**config.mk**
```make
export PLATFORM = sky130hd
export DESIGN_NAME = wb_arbiter
export DESIGN_NICKNAME = d
export VERILOG_FILES = /design/src/rtl/wb_arbiter.sv
export SDC_FILE = /design/constraint.sdc
export NUM_CORES = 1
export LEC_CHECK = 0
export CORE_MARGIN = 8
export CORE_UTILIZATION = 36
export CTS_CLUSTER_SIZE = 40
export DETAILED_ROUTE_END_ITERATION = 8
export GPL_TIMING_DRIVEN = 0
export PLACE_DENSITY_LB_ADDON = 0.12
export REMOVE_ABC_BUFFERS = 1
export SETUP_SLACK_MARGIN = 0.15
export SYNTH_ARGS = -nofsm -noshare
export SYNTH_HDL_FRONTEND = slang
export SYNTH_SLANG_ARGS = --single-unit
```
**constraint.sdc**
```tcl
create_clock -name clk -period 2.3 [get_ports clk]
set_input_delay 0.575 -clock clk [delete_from_list [all_inputs] [get_ports clk]]
set_output_delay 0.575 -clock clk [all_outputs]
set_load 0.02 [all_outputs]
```
**src/rtl/wb_arbiter.sv**
```systemverilog
`default_nettype none
// ============================================================================
//  Module      : wb_arbiter
//  Description : Two-port register-file writeback arbiter. Port A (pipeline
//                writeback) has fixed priority. Port B (long-latency unit)
//                is forced through after STARVE_LIMIT consecutive stalled
//                cycles. One request is accepted per cycle. The accepted
//                write is registered and presented on rf_* one cycle later.
//  Revision    : 1.0 - initial release
// ============================================================================
module wb_arbiter #(
   parameter int STARVE_LIMIT = 3   // legal range 1..15
) (
   input  logic        clk,
   input  logic        rst_n,

   input  logic        a_valid,
   input  logic [4:0]  a_addr,
   input  logic [31:0] a_data,
   output logic        a_ready,

   input  logic        b_valid,
   input  logic [4:0]  b_addr,
   input  logic [31:0] b_data,
   output logic        b_ready,

   output logic        rf_we,
   output logic [4:0]  rf_wa,
   output logic [31:0] rf_wd,
   output logic        grant_b
);

   // Starvation threshold at the width of the wait counter.
   localparam logic [3:0] LIMIT_W = 4'(STARVE_LIMIT);

   logic [3:0]  wait_cnt_q, wait_cnt_d;
   logic        rf_we_q,    rf_we_d;
   logic [4:0]  rf_wa_q,    rf_wa_d;
   logic [31:0] rf_wd_q,    rf_wd_d;
   logic        grant_b_q,  grant_b_d;

   logic        force_b;
   logic        a_acc;
   logic        b_acc;

   // Handshake decode: A wins by default, B wins once it has starved long
   // enough. A lone requester is never stalled.
   always_comb begin
      force_b = (wait_cnt_q >= LIMIT_W);
      a_ready = !(b_valid && force_b);
      b_ready = !a_valid || force_b;
      a_acc   = a_valid && a_ready;
      b_acc   = b_valid && b_ready;
   end

   // Next-state for the starvation counter and the output write register.
   always_comb begin
      wait_cnt_d = wait_cnt_q;
      rf_we_d    = 1'b0;
      rf_wa_d    = rf_wa_q;
      rf_wd_d    = rf_wd_q;
      grant_b_d  = grant_b_q;

      // The count only measures an unbroken run of B stalls; a dropped
      // valid or a grant starts the run over, so A regains priority.
      if (!b_valid || b_acc) begin
         wait_cnt_d = 4'd0;
      end else if (wait_cnt_q != 4'd15) begin
         wait_cnt_d = wait_cnt_q + 4'd1;
      end

      // x0 writes complete the handshake but never assert the write enable.
      if (b_acc) begin
         rf_we_d   = (b_addr != 5'd0);
         rf_wa_d   = b_addr;
         rf_wd_d   = b_data;
         grant_b_d = 1'b1;
      end else if (a_acc) begin
         rf_we_d   = (a_addr != 5'd0);
         rf_wa_d   = a_addr;
         rf_wd_d   = a_data;
         grant_b_d = 1'b0;
      end
   end

   // State registers; reset clears any write not yet presented.
   always_ff @(posedge clk or negedge rst_n) begin
      if (!rst_n) begin
         wait_cnt_q <= 4'd0;
         rf_we_q    <= 1'b0;
         rf_wa_q    <= 5'd0;
         rf_wd_q    <= 32'd0;
         grant_b_q  <= 1'b0;
      end else begin
         wait_cnt_q <= wait_cnt_d;
         rf_we_q    <= rf_we_d;
         rf_wa_q    <= rf_wa_d;
         rf_wd_q    <= rf_wd_d;
         grant_b_q  <= grant_b_d;
      end
   end

   assign rf_we   = rf_we_q;
   assign rf_wa   = rf_wa_q;
   assign rf_wd   = rf_wd_q;
   assign grant_b = grant_b_q;

endmodule
`default_nettype wire

```
# == After elaboration in Yosys (flattened, before gate mapping) ==
# Index checks and enable logic that the tools add are counted.
# totals
register_bits,43
latchBits,0
ramBits,0
romBits,0
output_inout_bits,41
memories,0
# op_classes
add_sub_neg,1
multipliers,0
n_div,0
order_cmp,1
eq_ne,1
shift,0
n_mux,10
bitwise_logic,0
reduce_logical,12
# op_table
op,count
32-bit two-way mux,2
5-bit two-way mux,2
5-bit nonzero test,2
4-bit two-way mux,2
4-bit by 1-bit adder with 4-bit output (second input constant),1
4-bit by 2-bit greater-or-equal comparator with 1-bit output (second input constant),1
1-bit two-way mux,4
4-bit inequality test (second input constant),1
2-bit nonzero test,2
1-bit logical AND,3
1-bit zero test,3
1-bit logical OR,2

# == Depth between registers and ports, before layout ==
# Gate-level depths: netlist of run 1.
# logic_depth
depth_word,6
depth_mapped,7
depth_no_buf,5

# == Least setup slack after synthesis of run 1 ==
# OpenSTA, ideal clock, no wires.
# synth_timing
kind,register to register
startpoint,register wait_cnt_q[0]
endpoint,"register rf_wa_q[4], in the netlist rf_wa[4]"
setup_time_ns,0.126
arrival_time_ns,1.792
required_ns,2.174
slack_ns,0.382
stages_incl_launch_ff,8
path_buffers,2
synth_period_minus_slack_ns,1.918
path_cell_list,dfrtp_1 -> ha_1 -> nor4b_4 -> inv_2 -> and2_4 -> buf_6 -> buf_6 -> a221o_1
# synth_via
elab_cells_between_ends,8
cone_classes,1 x order compare; 1 x mux; 6 x reduce/logical
# synth_rtl
item,line_no,text
from (decl),36,"logic [3:0] wait_cnt_q, wait_cnt_d;"
from (signal assigned),95,wait_cnt_q <= wait_cnt_d;
4-bit by 2-bit greater-or-equal comparator with 1-bit output (*),49,force_b = (wait_cnt_q >= LIMIT_W);
1-bit logical OR (*),51,b_ready = !a_valid || force_b;
via b_ready,25,"output logic b_ready,"
1-bit logical AND (*),53,b_acc = b_valid && b_ready;
5-bit two-way mux or 2-bit nonzero test (tied branches),-,
to (signal assigned),97,rf_wa_q <= rf_wa_d;
to (decl),38,"logic [4:0] rf_wa_q, rf_wa_d;"
# Mark *: on every way through the listed nets, which the timed path passes. The rest lies on a longest branch.
# A chain may end at the register's enable or synchronous reset.

# == Final worst setup path of run 1 ==
# layout_timing
startpoint,register wait_cnt_q[0]
endpoint,output a_ready
# layout_via
elab_chain_len,3
# layout_lines
item,line_no,text
4-bit by 2-bit greater-or-equal comparator with 1-bit output,49,
1-bit logical AND,50,a_ready = !(b_valid && force_b);
1-bit zero test,50,
to (decl),20,"output logic a_ready,"
# Every way passes these cells.

==> impl_metrics.py, run 1 <==
metrics = {
    "worst_setup_path": {
        "reg2reg_depth": 5,
        "r2r_setup_slack_ns": 0.45,
        "endpoint_kind": "primary output",
        "crit_required_ns": 1.73,
        "crit_arrival_ns": 1.50,
        "start_kind": "flip-flop",
        "critPathKind": "flip-flop to primary output",
        "r2r_start": "wait_cnt_q[0]",
        "crit_fanout": 2,
        "rr_endpoint": "rf_wd[31]",
        "endpoint": "a_ready",
        "startpoint": "wait_cnt_q[0]",
    },
    "global_route": {
        "grt_pass1_wl_mm": 9.72,
        "grt.overflow.total": 0,
        "grt_pass1_vias": 1847,
        "grt_max_degree": 39,
        "grt.total_usage_pct": 16.1,
        "antenna_found_initial": 0,
    },
    "floorplanning": {
        "start_util_pct": 37.2,
        "die_y_um": 88.4,
        "die_w_um": 88.4,
        "io_pins": 119,
        "die-area_mm2": 0.00781,
        "coreArea_mm2": 0.00507,
        "rows": 26,
    },
    "timing": {
        "worst_slack_ns": 0.227,
        "slew_headroom_pct": 57.0,
        "worstMarginPinSlew_ns": 0.644,
        "fin_setup_tns_ns": 0,
        "fin_crit_sh_pct": 90.1,
        "finalSetupViolCount": 0,
        "fmax_mhz": 482,
        "final_hold_viol_count": 0,
        "drv_slew": 0,
        "skew_ns": 0.00197,
        "rsz0062_at_grt": "yes",
        "period_needed_ns": 2.07,
    },
    "power": {
        "power.density_mw_per_mm2": 599,
        "fin_total_pwr_uw": 1960,
        "ir_drop_mv": 0.285,
        "p_leak_uw": 0.00137,
    },
    "placed_design": {
        "hpwlAfterDp_mm": 4.80,
        "place_inst": 329,
        "portBuffers": 118,
        "place_congestion": 0.738,
        "pre_cts_slack_ns": -0.361,
    },
    "flow_run": {
        "maxCapViolCount": 0,
    },
    "cts": {
        "cts_buffers": 5,
        "clock_latency_ns": 0.28,
        "cts-root-buf": "clkbuf_8",
        "clock_sinks": 43,
        "cts_tree": "built",
        "cts_max_path_buffers": 2,
        "htreeDepth": 2,
        "path_clk_slew_ns": 0.08,
        "cts_hold_buf": 0,
    },
    "drt": {
        "drc_errors": 0,
        "via_per_inst": 5.09,
        "dr.pass1.iters": 4,
        "routedWlPerCell_um": 18.8,
        "postRouteAntennaNets": 0,
        "drt-initial-drc-count": 82,
        "dr_total_vias": 1722,
        "routed_wl_mm": 6.34,
    },
    "finish": {
        "fill_cells": 416,
        "final_cell_count_no_fill": 338,
        "area_growth_pct": 73.8,
        "fin_nets": 346,
        "layout-drive-gt1-share_pct": 7.84,
        "n_antenna_cell": 0,
    },
    "synth": {
        "synth.avg_cell_area_um2": 12.7,
        "synth_cells": 148,
        "ys_ff_latch": 43,
        "yosysSeqAreaShare_pct": 57.1,
        "syn-cell-area_mm2": 0.00189,
        "ys_types": 24,
        "yosysWarnings": 0,
    },
    "hold_path": {
        "hp-class": "input pin to async pin",
    },
    "run_status": {
        "status": "finished clean",
    },
}
==> placed cells by master, fill, tap and decap left out, types with 2 or more instances in the layout <==
cell type	Yosys	final
a221o_1	36	36
buf_2	3	2
and2_1	36	36
buf_16	0	2
dlygate4sd2_1	0	2
clkdlybuf4s50_1	0	113
conb_1	1	2
dfrtp_1	43	43
clkbuf_8	0	7
inv_1	2	2
or4_1	2	2
o21ai_0	2	2
==> area by class of cell <==
| class | count | area [µm²] | share of cell area (%) |
|---|---|---|---|
| inverters | 3 | 11.3 | 0.344 |
| repair buffers | 122 | 1250 | 38.2 |
| multi-input cells | 92 | 749 | 22.9 |
| flip-flops and latches | 43 | 1080 | 32.8 |
| clock buffers | 8 | 100 | 3.05 |
| well taps | 70 | 87.6 | 2.67 |
==> per-layer routing <==
metal / vias up / part of all wire (%) / track usage (%)
met5: - / 0 / 0
met4: 0 / 0.30 / 3.23
met3: 2 / 6.8 / 4.64
met2: 63 / 52 / 27.4
met1: 855 / 41 / 19.6
li1: 802 / - / -
==> flip-flops by register name (all words and copies together) (netlist names) <==
| signal | count |
|---|---|
| rf_wd | 32 |
| grant_b | 1 |
| rf_wa | 5 |
| rf_we | 1 |
| wait_cnt_q | 4 |
==> repair_timing <==
action                                  CTS  global route
setup buffers                             1             0
endpoints found under the setup margin    2             2
resized for setup                        10             1
pin swaps                                 0             1
==> kinds of logic (layout without fill, tap and decap cells) <==
kind of cell             after synthesis  count (layout)  share of synthesized area, %
flip-flops                            43              43                          57.1
AO/OA/AOI/OAI                         44              44                          21.9
AND/OR/NAND/NOR                       44              44                          15.4
other                                  1               2                         0.199
buffers and inverters                 14             133                          4.18
multiplexers                           1               1                         0.597
adder cells (fa/ha/maj)                1               1                         0.663
==> metrics by stage <==
stage / cell area, µm² / hold slack (ns) / utilization (%)
floorplan: 1820 / 0.279 / -
global placement: 3090 / 0.426 / 60.9
detailed placement: 3170 / 0.423 / 62.5
CTS: 3270 / 0.278 / 64.5
global route: 3280 / 0.296 / 64.6
finish: 3280 / 0.268 / 64.6
==> synthesized netlist by cell type, drive strengths merged <==
cell	count	share of area (%)
a221o	36	19
clkbuf	5	1.0
inv	3	0.60
a21oi	1	0.27
and3	1	0.33
o31ai	1	0.40
o22ai	1	0.33
o211ai	1	0.40
dfrtp	43	57
and2	37	12
o21ai	3	1.0
a21o	1	0.40
ha	1	0.66
nand2	1	0.20
nor4b	1	1.3
or4	2	0.80
nor2	2	0.40
conb	1	0.20
mux2	1	0.60
buf	6	2.6
==> worst min path at each step <==
stage	startpoint	end	slack [ns]	cells past startpoint
2_1_floorplan	rst_n	grant_b	0.28	0
3_3_place_gp	wait_cnt_q[0]	wait_cnt_q[0]	0.43	1
3_5_place_dp	wait_cnt_q[0]	wait_cnt_q[0]	0.42	1
4_1_cts	rst_n	rf_wd[30]	0.28	1
5_1_grt	rst_n	rf_wd[30]	0.30	1
6_report	rst_n	rf_wd[15]	0.27	1
==> critical path, stage by stage (launching register included) <==
cell and delay [ns]:
dfrtp_1 0.38, ha_1 0.26, o31ai_2 0.28, clkdlybuf4s15_2 0.30
==> report_power, final <==
part	switching [µW]	total, µW	internal, µW	leakage [µW]
registers	36.1	867	831	0.000519
logic	247	579	331	0.000797
clock network	244	518	274	0.0000515
total	527	1960	1440	0.00137
(Power assumes the default switching activity.)
==> run 2, diff against run 1 <==
GPL_TIMING_DRIVEN = 1   (was 0)
==> run 2 against run 1 <==
Die area stayed put. Clock skew is 0.0056 ns higher. Setup slack worse by 0.0050 ns. First-iteration DRC count is 16% lower. Cell area hardly changed. Clock power is 2% higher. Cell count is 1.5% higher. Critical path type is now input pin to primary output. Largest power group unchanged.
==> impl_metrics.py, run 2 (synthesis results as in run 1) <==
metrics = {
    "finish": {
        "fin_nets": 351,
        "post-route-util_pct": 64.5,
        "final_cell_mix": "clkdlybuf4s50_1 (115), dfrtp_1 (43), and2_1 (36), a221o_1 (36)",
        "largest_register_ffs": 32,
        "n_antenna_cell": 0,
        "final_common_cell": "clkdlybuf4s50_1",
        "final_cell_count_no_fill": 343,
        "area_growth_pct": 73.7,
        "layout-drive-gt1-share_pct": 9.52,
    },
    "timing": {
        "fin_crit_sh_pct": 90.4,
        "final_hold_viol_count": 0,
        "worstMarginPinSlew_ns": 0.600,
        "skew_ns": 0.00761,
        "period_needed_ns": 2.08,
        "fmax_mhz": 481,
        "slew_headroom_pct": 60.0,
        "drv_slew": 0,
        "rsz0062_at_grt": "yes",
        "worst_slack_ns": 0.222,
        "finalSetupViolCount": 0,
    },
    "cts": {
        "clock_sinks": 43,
        "htreeDepth": 2,
        "cts_hold_buf": 0,
        "cts-root-buf": "clkbuf_8",
        "clock_latency_ns": 0.29,
        "cts_max_path_buffers": 2,
        "cts_tree": "built",
        "cts_buffers": 5,
        "path_clk_slew_ns": 0.08,
    },
    "global_route": {
        "grt.total_usage_pct": 16.2,
        "grt.overflow.total": 0,
        "grt_max_degree": 39,
        "grt_pass1_vias": 1770,
        "antenna_found_initial": 0,
        "grt_pass1_wl_mm": 9.64,
    },
    "placed_design": {
        "pre_cts_slack_ns": -0.171,
        "hpwlAfterDp_mm": 4.81,
        "place_congestion": 0.796,
        "portBuffers": 118,
        "place_inst": 334,
    },
    "power": {
        "power.density_mw_per_mm2": 603,
        "fin_total_pwr_uw": 1970,
        "ir_drop_mv": 0.283,
        "p_leak_uw": 0.00138,
    },
    "hold_path": {
        "hp-class": "input pin to async pin",
    },
    "floorplanning": {
        "die-area_mm2": 0.00781,
        "die_w_um": 88.4,
        "coreArea_mm2": 0.00507,
        "die_y_um": 88.4,
        "start_util_pct": 37.2,
        "rows": 26,
        "io_pins": 119,
    },
    "worst_setup_path": {
        "start_kind": "input pin",
        "r2r_setup_slack_ns": 0.29,
        "r2r_start": "wait_cnt_q[0]",
        "endpoint_kind": "primary output",
        "critPathKind": "input pin to primary output",
        "rr_endpoint": "rf_wd[10]",
        "crit_required_ns": 1.73,
        "crit_fanout": 2,
        "reg2reg_depth": 6,
        "crit_arrival_ns": 1.50,
    },
    "drt": {
        "dr_total_vias": 1703,
        "dr.pass1.iters": 4,
        "postRouteAntennaNets": 0,
        "wl_met3_um": 431,
        "drc_errors": 0,
        "via_per_inst": 4.97,
        "routedWlPerCell_um": 18.6,
        "routed_wl_mm": 6.39,
        "wl_met1_mm": 2.70,
        "top_layer": "met4",
        "drt-initial-drc-count": 69,
        "routed-wl-met2_mm": 3.17,
    },
    "run_status": {
        "status": "finished clean",
    },
    "flow_run": {
        "maxCapViolCount": 0,
    },
}
-- run 2: changes by cell type in the layout (fill, tap and decap cells not counted), sizes merged --
cell           change
dlygate4sd2        -2
buf                +6
clkdlybuf4s15      -1
clkdlybuf4s50      +2
-- run 2: where the power goes --
part           internal (µW)  leakage (µW)  switching (µW)  total (µW)
Combinational            331      0.000805             247         578
Sequential               831      0.000519            35.9         867
Clock                    274     0.0000515             255         529
Total                   1440       0.00138             538        1970
-- run 2: worst max path at each step --
stage | startpoint | to | slack (ns) | cells past startpoint
after floorplan | wait_cnt_q[0] | a_ready | 0.50 | 2
after global placement | a_valid | b_ready | -0.14 | 4
after detailed placement | a_valid | b_ready | -0.17 | 4
after CTS | wait_cnt_q[0] | a_ready | 0.12 | 3
after global routing | wait_cnt_q[0] | b_ready | 0.14 | 4
final | a_valid | b_ready | 0.22 | 4
-- run 2: critical path: stages --
cell             delay (ns)
clkdlybuf4s50_1        0.48
nor4b_4                0.23
inv_2                  0.05
buf_2                  0.16
-- run 2: through the flow --
| stage | setup TNS [ns] | hold slack (ns) | cell area [µm²] |
|---|---|---|---|
| after detailed placement | -1.24 | 0.431 | 3170 |
| after global placement | -0.250 | 0.426 | 3170 |
| final | 0 | 0.281 | 3280 |
| after CTS | 0 | 0.296 | 3280 |
| after global routing | 0 | 0.331 | 3280 |
| after floorplan | 0 | 0.279 | 1820 |
-- run 2: layer usage --
layer	vias up	global-route usage (%)
li1	809	-
met1	828	20.1
met2	59	26.5
met3	7	3.90
met4	0	6.14
met5	-	0
-- run 2: repair_timing --
| action | in CTS | in global routing |
|---|---|---|
| endpoints found under the setup margin | 2 | 1 |
| resized for setup | 8 | 2 |
| pin swaps | 0 | 0 |
| setup buffers | 1 | 0 |
-- run 2: area by class of cell --
type                    instances  area (µm²)
clock buffers                   8         100
fillers                       445        1800
inverters                       3        11.3
multi-input cells              92         742
flip-flops and latches         43        1080
well taps                      70        87.6
repair buffers                127        1260
==> run 3, diff against run 2 <==
==> constraint.sdc (replaced) <==
create_clock -name clk -period 2.3 [get_ports clk]
set_input_delay 0.575 -clock clk [delete_from_list [all_inputs] [get_ports clk]]
set_output_delay 0.575 -clock clk [all_outputs]
set_load 0.05 [all_outputs]
==> run 3 against run 2 <==
Clock power decreased by 11%. Total power is 6.2% higher. Cell count stayed put. Critical endpoint unchanged. Largest power group unchanged.
==> impl_metrics.py, run 3 (synthesis results as in run 1) <==
metrics = {
    "drt": {
        "drc_errors": 0,
        "routed_wl_mm": 6.36,
        "postRouteAntennaNets": 0,
        "dr.pass1.iters": 4,
        "via_per_inst": 5.01,
        "routedWlPerCell_um": 18.5,
        "drt-initial-drc-count": 98,
        "dr_total_vias": 1718,
    },
    "timing": {
        "period_needed_ns": 2.10,
        "fin_setup_tns_ns": 0,
        "rsz0062_at_grt": "no",
        "worstMarginPinSlew_ns": 0.555,
        "skew_ns": 0.0121,
        "finalSetupViolCount": 0,
        "slew_headroom_pct": 63.0,
        "fmax_mhz": 475,
        "fin_crit_sh_pct": 91.4,
        "final_hold_viol_count": 0,
        "drv_slew": 0,
    },
    "floorplanning": {
        "rows": 26,
        "die-area_mm2": 0.00781,
        "coreArea_mm2": 0.00507,
        "io_pins": 119,
        "die_w_um": 88.4,
        "die_y_um": 88.4,
        "start_util_pct": 37.2,
    },
    "power": {
        "p_seq_share_pct": 41.5,
        "power_frac_comb_pct": 35.9,
        "p_leak_uw": 0.00137,
        "power_switching_uw": 721,
        "ir_drop_mv": 0.399,
        "p_sw_share_pct": 34.4,
        "clkPwrFrac_pct": 22.5,
        "intPower_uw": 1370,
        "power.density_mw_per_mm2": 641,
    },
    "cts": {
        "cts-root-buf": "clkbuf_8",
        "cts_hold_buf": 0,
        "cts_tree": "built",
        "htreeDepth": 2,
        "path_clk_slew_ns": 0.09,
        "cts_buffers": 5,
        "clock_sinks": 43,
        "cts_max_path_buffers": 2,
        "clock_latency_ns": 0.29,
    },
    "hold_path": {
        "hp-class": "input pin to async pin",
    },
    "finish": {
        "final_common_cell": "clkdlybuf4s50_1",
        "n_antenna_cell": 0,
        "layout.area.seq_mm2": 0.00108,
        "largest_register_ffs": 32,
        "final_cell_mix": "clkdlybuf4s50_1 (115), dfrtp_1 (43), and2_1 (36), a221o_1 (36), buf_4 (8)",
        "layout-drive-gt1-share_pct": 9.89,
        "fin_nets": 351,
        "multi_input_area_um2": 744,
        "final_cell_count_no_fill": 343,
        "fill_cells": 429,
        "area_growth_pct": 73.5,
    },
    "global_route": {
        "grt.total_usage_pct": 16.0,
        "grt.overflow.total": 0,
        "grt_max_degree": 39,
        "antenna_found_initial": 0,
        "grt_pass1_vias": 1864,
        "grt_pass1_wl_mm": 9.85,
    },
    "worst_setup_path": {
        "critPathKind": "input pin to primary output",
        "start_kind": "input pin",
        "endpoint_kind": "primary output",
        "r2r_setup_slack_ns": 0.47,
        "crit_required_ns": 1.73,
        "crit_arrival_ns": 1.53,
        "crit_fanout": 3,
        "r2r_start": "wait_cnt_q[0]",
        "rr_endpoint": "rf_wd[27]",
        "reg2reg_depth": 5,
    },
    "placed_design": {
        "hpwlAfterDp_mm": 4.82,
        "place_congestion": 0.823,
        "place_inst": 334,
        "portBuffers": 118,
    },
    "flow_run": {
        "maxCapViolCount": 0,
    },
    "run_status": {
        "status": "finished clean",
    },
}
## run 3: cell count changes in the layout (fill, tap and decap cells not counted), sizes merged
cell      change
clkinvlp      +1
clkinv        +1
clkbuf        -2
## run 3: power by group through the flow
stage	combinational [µW]	clock (µW)	sequential [µW]
final	753	472	871
after global routing	790	521	882
after CTS	762	486	871
after detailed placement	760	0	883
after global placement	753	0	883
after floorplan	128	0	1140
## run 3: per-layer routing
layer  wire length [µm]  GRT usage [%]  up-vias
li1                   -              -      807
met4                104           4.61        0
met2               3130           25.7       60
met1               2710           20.6      843
met3                412           4.36        8
met5                  0              0        -
## run 3: how the worst max path moves through the flow
stage,slack (ns),endpoint,start,cells after the start
3_3_place_gp,0.08,rf_wd[23],a_valid,5
2_1_floorplan,-0.14,a_ready,wait_cnt_q[0],2
5_1_grt,0.17,b_ready,a_valid,4
3_5_place_dp,0.07,rf_wd[16],a_valid,5
6_report,0.20,b_ready,a_valid,4
4_1_cts,0.17,b_ready,a_valid,4
## run 3: repair_timing
item / CTS / global route
setup buffers: 0 / 1
endpoints found under the setup margin: 2 / 2
pin swaps: 0 / 0
gates resized for setup: 2 / 1
## run 3: through the flow
step           cell area (µm²)  hold slack, ns  power [µW]  setup WS [ns]  util [%]
4_1_cts                   3260           0.257        2120          0.167      64.3
6_report                  3270           0.251        2100          0.197      64.5
3_3_place_gp              3170           0.426        1640         0.0792      62.4
2_1_floorplan             1820           0.279        1270         -0.137         -
3_5_place_dp              3170           0.419        1640         0.0699      62.4
5_1_grt                   3270           0.278        2190          0.168      64.5
## run 3: critical path, cell delays in order
cell and delay, ns:
clkdlybuf4s50_1 0.48, nor4b_4 0.23, inv_2 0.08, buf_6 0.16
## run 3: final cells by class
cell class | count | area share [%]
multi-input combinational | 92 | 22.8
sequential | 43 | 32.9
inverter | 3 | 0.344
tap | 70 | 2.68
clock inverter | 2 | 0.382
clock buffer | 6 | 2.22
timing repair buffer | 127 | 38.7
